===== config.mk =====
export PLATFORM = sky130hd
export DESIGN_NAME = phase_acc_gen
export DESIGN_NICKNAME = d
export VERILOG_FILES = /design/src/rtl/phase_acc_gen_pkg.sv /design/src/rtl/phase_acc_gen_core.sv /design/src/rtl/phase_acc_gen.sv
export SDC_FILE = /design/constraint.sdc
export NUM_CORES = 1
export LEC_CHECK = 0
export CAP_MARGIN = 20
export CORE_MARGIN = 3
export CORE_UTILIZATION = 46
export DETAILED_ROUTE_END_ITERATION = 10
export HOLD_SLACK_MARGIN = 0.1
export PLACE_DENSITY = 0.69
export SLEW_MARGIN = 5
export SYNTH_ARGS = -nofsm -noshare
export SYNTH_HDL_FRONTEND = slang
export SYNTH_SLANG_ARGS = --single-unit

===== constraint.sdc =====
create_clock -name clk -period 5.4 [get_ports clk]
set_input_delay 0.81 -clock clk [delete_from_list [all_inputs] [get_ports clk]]
set_output_delay 0.81 -clock clk [all_outputs]
set_load 0.05 [all_outputs]

===== src/rtl/phase_acc_gen_pkg.sv =====
//------------------------------------------------------------------------------
// Module : phase_acc_gen_pkg
// Brief  : Shared constants and sweep FSM state encoding for phase_acc_gen.
// Rev    : 1.0 - initial release
//------------------------------------------------------------------------------
`default_nettype none

package phase_acc_gen_pkg;

    // Phase width shared with the waveGen DDS phase input
    localparam int c_PHASE_W_DEFAULT = 10;
    localparam int c_ACC_W_DEFAULT   = 24;

    typedef enum logic [1:0] {
        ST_IDLE  = 2'd0,
        ST_RUN   = 2'd1,
        ST_SWEEP = 2'd2
    } state_t;

endpackage : phase_acc_gen_pkg

`default_nettype wire


===== src/rtl/phase_acc_gen_core.sv =====
//------------------------------------------------------------------------------
// Module : phase_acc_core
// Brief  : Phase accumulator with carry-out wrap flag and registered offset add.
// Rev    : 1.0 - initial release
//------------------------------------------------------------------------------
`default_nettype none

module phase_acc_core #(
    parameter int ACC_W   = 24,
    parameter int PHASE_W = 10
) (
    input  logic               clk,
    input  logic               rst,
    input  logic               en,
    input  logic               sync_clr,
    input  logic [ACC_W-1:0]   ftw,
    input  logic [PHASE_W-1:0] poff,
    output logic [PHASE_W-1:0] phase,
    output logic               phase_valid,
    output logic               wrap
);

    logic [ACC_W-1:0]   r_acc;
    logic [PHASE_W-1:0] r_phase;
    logic               r_valid;
    logic               r_wrap;
    logic [ACC_W:0]     w_sum;
    logic [PHASE_W-1:0] w_phase_next;

    // One extra bit so the carry out of the accumulator becomes the wrap flag
    assign w_sum        = {1'b0, r_acc} + {1'b0, ftw};
    assign w_phase_next = w_sum[ACC_W-1 -: PHASE_W] + poff;

    always_ff @(posedge clk or posedge rst) begin
        if (rst) begin
            r_acc   <= '0;
            r_phase <= '0;
            r_valid <= 1'b0;
            r_wrap  <= 1'b0;
        end else if (sync_clr) begin
            r_acc   <= '0;
            r_phase <= poff;
            r_valid <= en;
            r_wrap  <= 1'b0;
        end else if (en) begin
            r_acc   <= w_sum[ACC_W-1:0];
            r_phase <= w_phase_next;
            r_valid <= 1'b1;
            r_wrap  <= w_sum[ACC_W];
        end else begin
            r_valid <= 1'b0;
            r_wrap  <= 1'b0;
        end
    end

    assign phase       = r_phase;
    assign phase_valid = r_valid;
    assign wrap        = r_wrap;

endmodule : phase_acc_core

`default_nettype wire


===== src/rtl/phase_acc_gen.sv =====
//------------------------------------------------------------------------------
// Module : phase_acc_gen
// Brief  : NCO phase source with FTW/offset registers and linear FTW sweep.
// Rev    : 1.0 - initial release
//------------------------------------------------------------------------------
`default_nettype none

module phase_acc_gen
    import phase_acc_gen_pkg::*;
#(
    parameter int ACC_W   = c_ACC_W_DEFAULT,
    parameter int PHASE_W = c_PHASE_W_DEFAULT
) (
    input  logic               clk,
    input  logic               rst,
    input  logic               en,
    input  logic               sync_clr,
    input  logic [ACC_W-1:0]   ftw_in,
    input  logic               ftw_load,
    input  logic [PHASE_W-1:0] poff_in,
    input  logic               poff_load,
    input  logic               sweep_start,
    input  logic [ACC_W-1:0]   sweep_step,
    input  logic [ACC_W-1:0]   sweep_limit,
    output logic [PHASE_W-1:0] phase,
    output logic               phase_valid,
    output logic               wrap,
    output logic               sweep_done,
    output logic               busy
);

    state_t             r_state;
    state_t             w_state_next;
    logic [ACC_W-1:0]   r_ftw;
    logic [ACC_W-1:0]   w_ftw_next;
    logic [PHASE_W-1:0] r_poff;
    logic               r_done;
    logic               w_done_next;
    logic [ACC_W:0]     w_sweep_sum;
    logic               w_sweep_hit;
    logic               w_start_clamp;

    // Overflow of the ACC_W+1 bit sum always exceeds any ACC_W limit
    assign w_sweep_sum   = {1'b0, r_ftw} + {1'b0, sweep_step};
    assign w_sweep_hit   = (w_sweep_sum >= {1'b0, sweep_limit});
    assign w_start_clamp = (sweep_step == '0) || (r_ftw >= sweep_limit);

    always_comb begin
        w_state_next = r_state;
        w_ftw_next   = r_ftw;
        w_done_next  = 1'b0;
        case (r_state)
            ST_IDLE, ST_RUN: begin
                if (sweep_start) begin
                    if (w_start_clamp) begin
                        w_ftw_next   = sweep_limit;
                        w_done_next  = 1'b1;
                        w_state_next = ST_RUN;
                    end else begin
                        w_state_next = ST_SWEEP;
                        if (ftw_load) begin
                            w_ftw_next = ftw_in;
                        end
                    end
                end else begin
                    if (ftw_load) begin
                        w_ftw_next = ftw_in;
                    end
                    if (r_state == ST_IDLE && en) begin
                        w_state_next = ST_RUN;
                    end else if (r_state == ST_RUN && !en) begin
                        w_state_next = ST_IDLE;
                    end
                end
            end
            ST_SWEEP: begin
                if (en) begin
                    if (w_sweep_hit) begin
                        w_ftw_next   = sweep_limit;
                        w_done_next  = 1'b1;
                        w_state_next = ST_RUN;
                    end else begin
                        w_ftw_next = w_sweep_sum[ACC_W-1:0];
                    end
                end
            end
            default: begin
                w_state_next = ST_IDLE;
            end
        endcase
    end

    always_ff @(posedge clk or posedge rst) begin
        if (rst) begin
            r_state <= ST_IDLE;
            r_ftw   <= '0;
            r_poff  <= '0;
            r_done  <= 1'b0;
        end else begin
            r_state <= w_state_next;
            r_ftw   <= w_ftw_next;
            r_done  <= w_done_next;
            if (poff_load) begin
                r_poff <= poff_in;
            end
        end
    end

    phase_acc_core #(
        .ACC_W   (ACC_W),
        .PHASE_W (PHASE_W)
    ) u_core (
        .clk         (clk),
        .rst         (rst),
        .en          (en),
        .sync_clr    (sync_clr),
        .ftw         (r_ftw),
        .poff        (r_poff),
        .phase       (phase),
        .phase_valid (phase_valid),
        .wrap        (wrap)
    );

    assign sweep_done = r_done;
    assign busy       = (r_state == ST_SWEEP);

endmodule : phase_acc_gen

`default_nettype wire


Yosys cells after proc, flatten, opt, wreduce, memory -nomap -nowiden
Index checks and enable logic that the tools add are counted.
{"block": "classes", "add_sub_neg": 3, "magnitude_cmp": 2, "n_eq_ne": 5, "n_mux": 26, "reduce_logical": 11}
{"operator": "$mux W24", "count": 7}
{"operator": "$add A24 B24 Y25", "count": 2}
{"operator": "$pmux W24 S2", "count": 1}
{"operator": "$ge A25 B24 Y1", "count": 1}
{"operator": "$ge A24 B24 Y1", "count": 1}
{"operator": "$logic_not A24 Y1", "count": 1}
{"operator": "$mux W10", "count": 2}
{"operator": "$mux W2", "count": 6}
{"operator": "$add A10 B10 Y10", "count": 1}
{"operator": "$mux W1", "count": 8}
{"operator": "$ne A4 B4 Y1 const B", "count": 1}
{"operator": "$pmux W2 S2", "count": 1}
{"operator": "$reduce_bool A2 Y1", "count": 2}
{"operator": "$reduce_and A3 Y1", "count": 1}
{"operator": "$eq A2 B1 Y1 const B", "count": 1}
{"operator": "$eq A2 B2 Y1 const B", "count": 1}
{"operator": "$logic_and A1 B1 Y1", "count": 2}
{"operator": "$logic_not A2 Y1", "count": 1}
{"operator": "$ne A2 B1 Y1 const B", "count": 1}
{"operator": "$ne A2 B2 Y1 const B", "count": 1}
{"operator": "$pmux W1 S2", "count": 1}
{"operator": "$reduce_and A2 Y1", "count": 1}
{"operator": "$reduce_or A2 Y1", "count": 1}
{"operator": "$logic_not A1 Y1", "count": 1}
{"operator": "$logic_or A1 B1 Y1", "count": 1}
{"block": "totals", "register_bits": 73, "input_bits": 89, "output_inout_bits": 14, "elab_cells": 55}

Longest topological paths before layout
{"block": "depth", "word_depth": 6, "depth_mapped": 20}

Hierarchy
From an unflattened synthesis, not the netlist that was laid out.
{"block": "unflattened", "cells_unflattened": 866, "area_unflattened_um2": 7567.3}
{"mod": "phase_acc_gen", "n_inst": 1, "cells_each": 542, "area_per_inst_um2": 4605.7, "seq_area_each_um2": 925.9}
{"mod": "phase_acc_core", "n_inst": 1, "cells_each": 324, "area_per_inst_um2": 2961.6, "seq_area_each_um2": 900.9}

Worst setup path before layout
Ideal clock, no wire load.
{"block": "synth_timing", "path_kind": "input -> register", "startpoint": "input sweep_step[0]", "endpoint": "register r_ftw[18]", "setup_ns": 0.136, "t_arrival_ns": 4.726, "required_time_ns": 5.264, "slack_ns": 0.537, "cell_stages": 18, "cell_sequence": "ha_1 fa_1 a21oi_1 o21a_1 o2bb2ai_2 a311oi_1 o21ai_0 o41ai_1 xnor2_1 ha_1 a21o_1 a211oi_1 nand2_1 nor4b_2 nand3_2 and2_1 a221oi_1 a21oi_1"}
{"block": "synth_between", "elab_chain_len": 5, "elab_cells_between_ends": 9, "classes_between": "add/sub (1); order compare (1); mux (5); reduce/logical (2)"}
{"element": "start, declared", "line": "phase_acc_gen.sv:23", "text": "input logic [ACC_W-1:0] sweep_step,"}
{"element": "$add A24 B24 Y25 / $logic_not A24 Y1 (equally long branches)", "line": "phase_acc_gen.sv:44, phase_acc_gen.sv:46"}
{"element": "$ge A25 B24 Y1 / $logic_or A1 B1 Y1 (equally long branches)", "line": "phase_acc_gen.sv:45, phase_acc_gen.sv:46"}
{"element": "$mux W24, on equally long branches", "line": "phase_acc_gen.sv:78, phase_acc_gen.sv:55"}
{"element": "$mux W24, on equally long branches", "line": "phase_acc_gen.sv:77, phase_acc_gen.sv:54"}
{"element": "$pmux W24 S2 *", "line": "phase_acc_gen.sv:52", "text": "case (r_state)"}
{"element": "end signal, assigned", "line": "phase_acc_gen.sv:101", "text": "r_ftw <= w_ftw_next;"}
{"element": "end, declared", "line": "phase_acc_gen.sv:34", "text": "logic [ACC_W-1:0] r_ftw;"}
Mark *: on every way between the ends. The rest lies on a longest branch, timed or not. The select of a mux whose other input is x is not followed.
A chain may end at the register's enable or synchronous reset.

Worst setup path after layout
Ends and elaborated chain as after synthesis.

==> summary.md <==
| Metric | Value |
|---|---|
| Worst Reg2Reg Path Length in Cells | `19` |
| Critical path fanouts, max | `4` |
| 1st-iter DRT viols | `525` |
| Setup_tns | `0 ps` |
| Mapped Area | `0.007194 sq mm` |
| GRT overflow | `0` |
| Relative slew margins | `42.26%` |
| Gp weighted congestion | `0.9074` |
| Sequential element share of the synthesized area | `25.39%` |
| Die ar. | `0.01718 sq mm` |
| Worst skew pair latency | `330 ps` |
| Antenna viol nets, final | `0` |
| Ant diodes | `0` |
| Lkg Pwr | `4.145 nW` |
| CP arrival | `5330 ps` |
| Post-CTS Setup Inserts | `0` |
| Post-synth ARST share | `100.0%` |
| Final #Nets | `1148` |
| Outcome | `complete, no violations` |
| H-tree Lvls | `3` |
| Post-synthesis net count | `1030` |
| Die width | `131.1 um` |
| Sink Count | `73` |
| Synth Flop Type | `dfrtp_1` |
| Setup ws final | `279.7 ps` |
| Util after Layout | `58.81%` |
| CP max stage delay | `420 ps` |
| Post-layout minimum cycle time | `5120 ps` |
| HPWL after detailed placement | `15910 um` |
| Ratio of cells with drive above 1 in the final layout | `8.577%` |
| Slowest cell on the critical path | `clkdlybuf4s50_1` |
| WS Path Type | `in2reg` |
| CP Launch Type | `input pin` |
| Initial antenna violation count | `0` |
| Root buf cell | `clkbuf_16` |
| Most used cell, CP | `ha_1` |
| R2r startpoint | `r_ftw[0]$_DFFE_PP0P_` |
| CTS tree | `built` |
| Synthesis Warnings | `0` |
| Worst-Margin Slew | `864.0 ps` |
| Drt pass-1 iters | `5` |
| Pwr dens | `691.2 mW/mm^2` |
| Final setup violation count | `0` |
| Hold EP | `u_core.phase[8]$_DFFE_PP0P_` |
| Leading cell types in the layout, fill and taps excluded | `ha_1 (105), clkdlybuf4s50_1 (101), dfrtp_1 (73), nor2_1 (70), nand2_1 (68)` |
| Clock Path Buffers | `2` |
| Row Count | `45` |
| Worst Clk Skew | `3.902 ps` |
| GRT Total Usage | `23.96%` |
| Kind of end point of the critical path | `flip-flop` |
| Yosys reg bits | `73` |
| Drt total wl | `20140 um` |
| Vias in the first global route | `6396` |
| DR vias/cell | `5.703` |
| WL/cell | `17.26 um` |
| Synth cell types | `64` |
| Number of I/O port buffers | `102` |
| Final Hold Viols | `0` |
| Io pins | `103` |
| Core area | `0.01526 sq mm` |
| Commonest non-fill, non-tap cell in the layout | `ha_1` |
| Worst Setup SP | `sweep_step[0]` |
| CTS clk-pin slew, worst paths | `50 ps` |
| CTS Hold Bufs | `0` |
| Worst VDD drop | `257.5 uV` |
| CP Data Required Time | `5610 ps` |
| Max cap viols | `0` |
| Largest net degree at the start of global routing | `47` |
| HP Start | `r_poff[8]$_DFFE_PP0P_` |
| Pre-CTS WS | `-321.9 ps` |
| DRC violations left | `0` |
| Hold Path Class | `reg2reg` |
| Post-CTS Resized | `0` |
| Die height | `131.1 um` |
| Starting Density | `47.15%` |
| Synth Area per Inst | `8.637 sq um` |
| First-pass GRT wire length | `32490 um` |
| Mapped Cells | `833` |
| Fin crit share | `94.82%` |
| CP cell instances | `clkdlybuf4s50_1 > ha_1 > fa_1 > a21oi_2 > o21a_1 > o2bb2ai_2 > a311oi_2 > o21ai_0 > o41ai_2 > xnor2_1 > ha_1 > nand3_1 > nor4b_2 > a21boi_1 > nor4b_4 > buf_4 > nand2_1 > nor2_1 > a221oi_1 > a21oi_1` |
| DR vias | `6655` |
| P&R area growth vs syn | `24.73%` |
| Internal reg-to-reg setup slack | `720 ps` |
| FF-to-FF End | `r_ftw[18]$_DFFE_PP0P_` |
| EDFF count, synth | `0` |
| Fin. max-slew vios | `0` |
| TritonCTS buffer count | `9` |
| Hold-critical path depth | `2` |
| RSZ-0062 raised after global routing | `false` |
| Maximum clock rate | `0.1953 GHz` |
==> layout make-up <==
cell class	count	area, sq um
Sequential cell	73	1827
Multi-Input combinational cell	691	5119
Inverter	41	153.9
Clock buffer	14	274.0
Timing Repair Buffer	135	1301
Fill cell	1419	6285
Clock inverter	2	35.03
Tap cell	211	264.0
==> stage by stage <==
stage	instance area (sq um)	std cells	hold slack (ps)	power, mW
global placement	8627	1151	505.4	5.443
finish	8974	1167	521.0	6.203
detailed placement	8627	1151	512.6	5.507
floorplan	7194	833	476.9	4.274
global route	8974	1167	542.5	6.831
CTS	8936	1167	528.4	6.163
==> worst max-delay path: cells and delay by family <==
family                     cells  cell delay (ps)
AOI/OAI and AO/OA              9             2080
xor gates and xnor gates       1              130
adders and majority gates      3              930
buffers and inverters          2              570
and+or+nand+nor                5              800
==> registers in the layout, indices dropped and copies added (netlist names) <==
register / cells
r_ftw: 24
u_core.r_acc: 24
r_poff: 10
u_core.phase: 10
r_state: 2
sweep_done: 1
u_core.phase_valid: 1
u_core.wrap: 1
==> kinds of logic after synthesis <==
family	share of synthesized area, %
AND/OR/NAND/NOR	14.96
multiplexers	8.035
flip-flops	25.39
buffers and inverters	4.035
AO/OA/AOI/OAI	22.40
adder cells (fa/ha/maj)	19.10
XOR/XNOR	6.087
==> worst max-delay path by stage <==
stage	slack (ps)	endpoint
floorplan	540	r_ftw[18]$_DFFE_PP0P_
global placement	-190	r_ftw[18]$_DFFE_PP0P_
detailed placement	-320	r_ftw[18]$_DFFE_PP0P_
CTS	10	r_ftw[18]$_DFFE_PP0P_
global route	10	r_ftw[3]$_DFFE_PP0P_
finish	280	r_ftw[18]$_DFFE_PP0P_
==> Yosys cell counts (all sizes together), types with 4 or more instances <==
cell type  count  area [sq um]
dfrtp         73          1827
o21a          11         82.58
a21o          20         152.7
inv           41         153.9
nand3         33         170.2
mux2i         42         420.4
ha           105          1314
a211oi        13         102.6
o21ai         62         310.3
a31oi          4         25.02
clkbuf        18         67.56
nand2         69         261.5
nor2          70         262.8
o221ai        17         148.9
xnor2         36         315.3
and4           4         35.03
nor4           8         50.05
buf           10         68.81
a221oi         6         52.55
nor3           9         45.04
mux2          14         157.7
nand2b         4         25.02
o22ai          4         25.02
o211a          4         40.04
nor2b          6         37.54
a21oi         68         344.1
nand4         11         68.82
o21bai        11         82.58
nor4b          4         41.29
and3           4         25.02
xor2          14         122.6
o211ai         5         37.54
==> metal layers <==
| layer | vias up | GRT usage (%) | part of all wire, % |
|---|---|---|---|
| met5 | - | 0 | 0 |
| met3 | 24 | 3.809 | 4.4 |
| li1 | 3334 | - | - |
| met1 | 3122 | 33.07 | 47 |
| met4 | 0 | 4.900 | 1.6 |
| met2 | 175 | 39.90 | 47 |
==> report_power, final <==
group          switching [mW]  internal [mW]
clock network           0.217          0.395
registers               0.279          0.771
logic                    2.49           2.05
(Power assumes the default switching activity.)
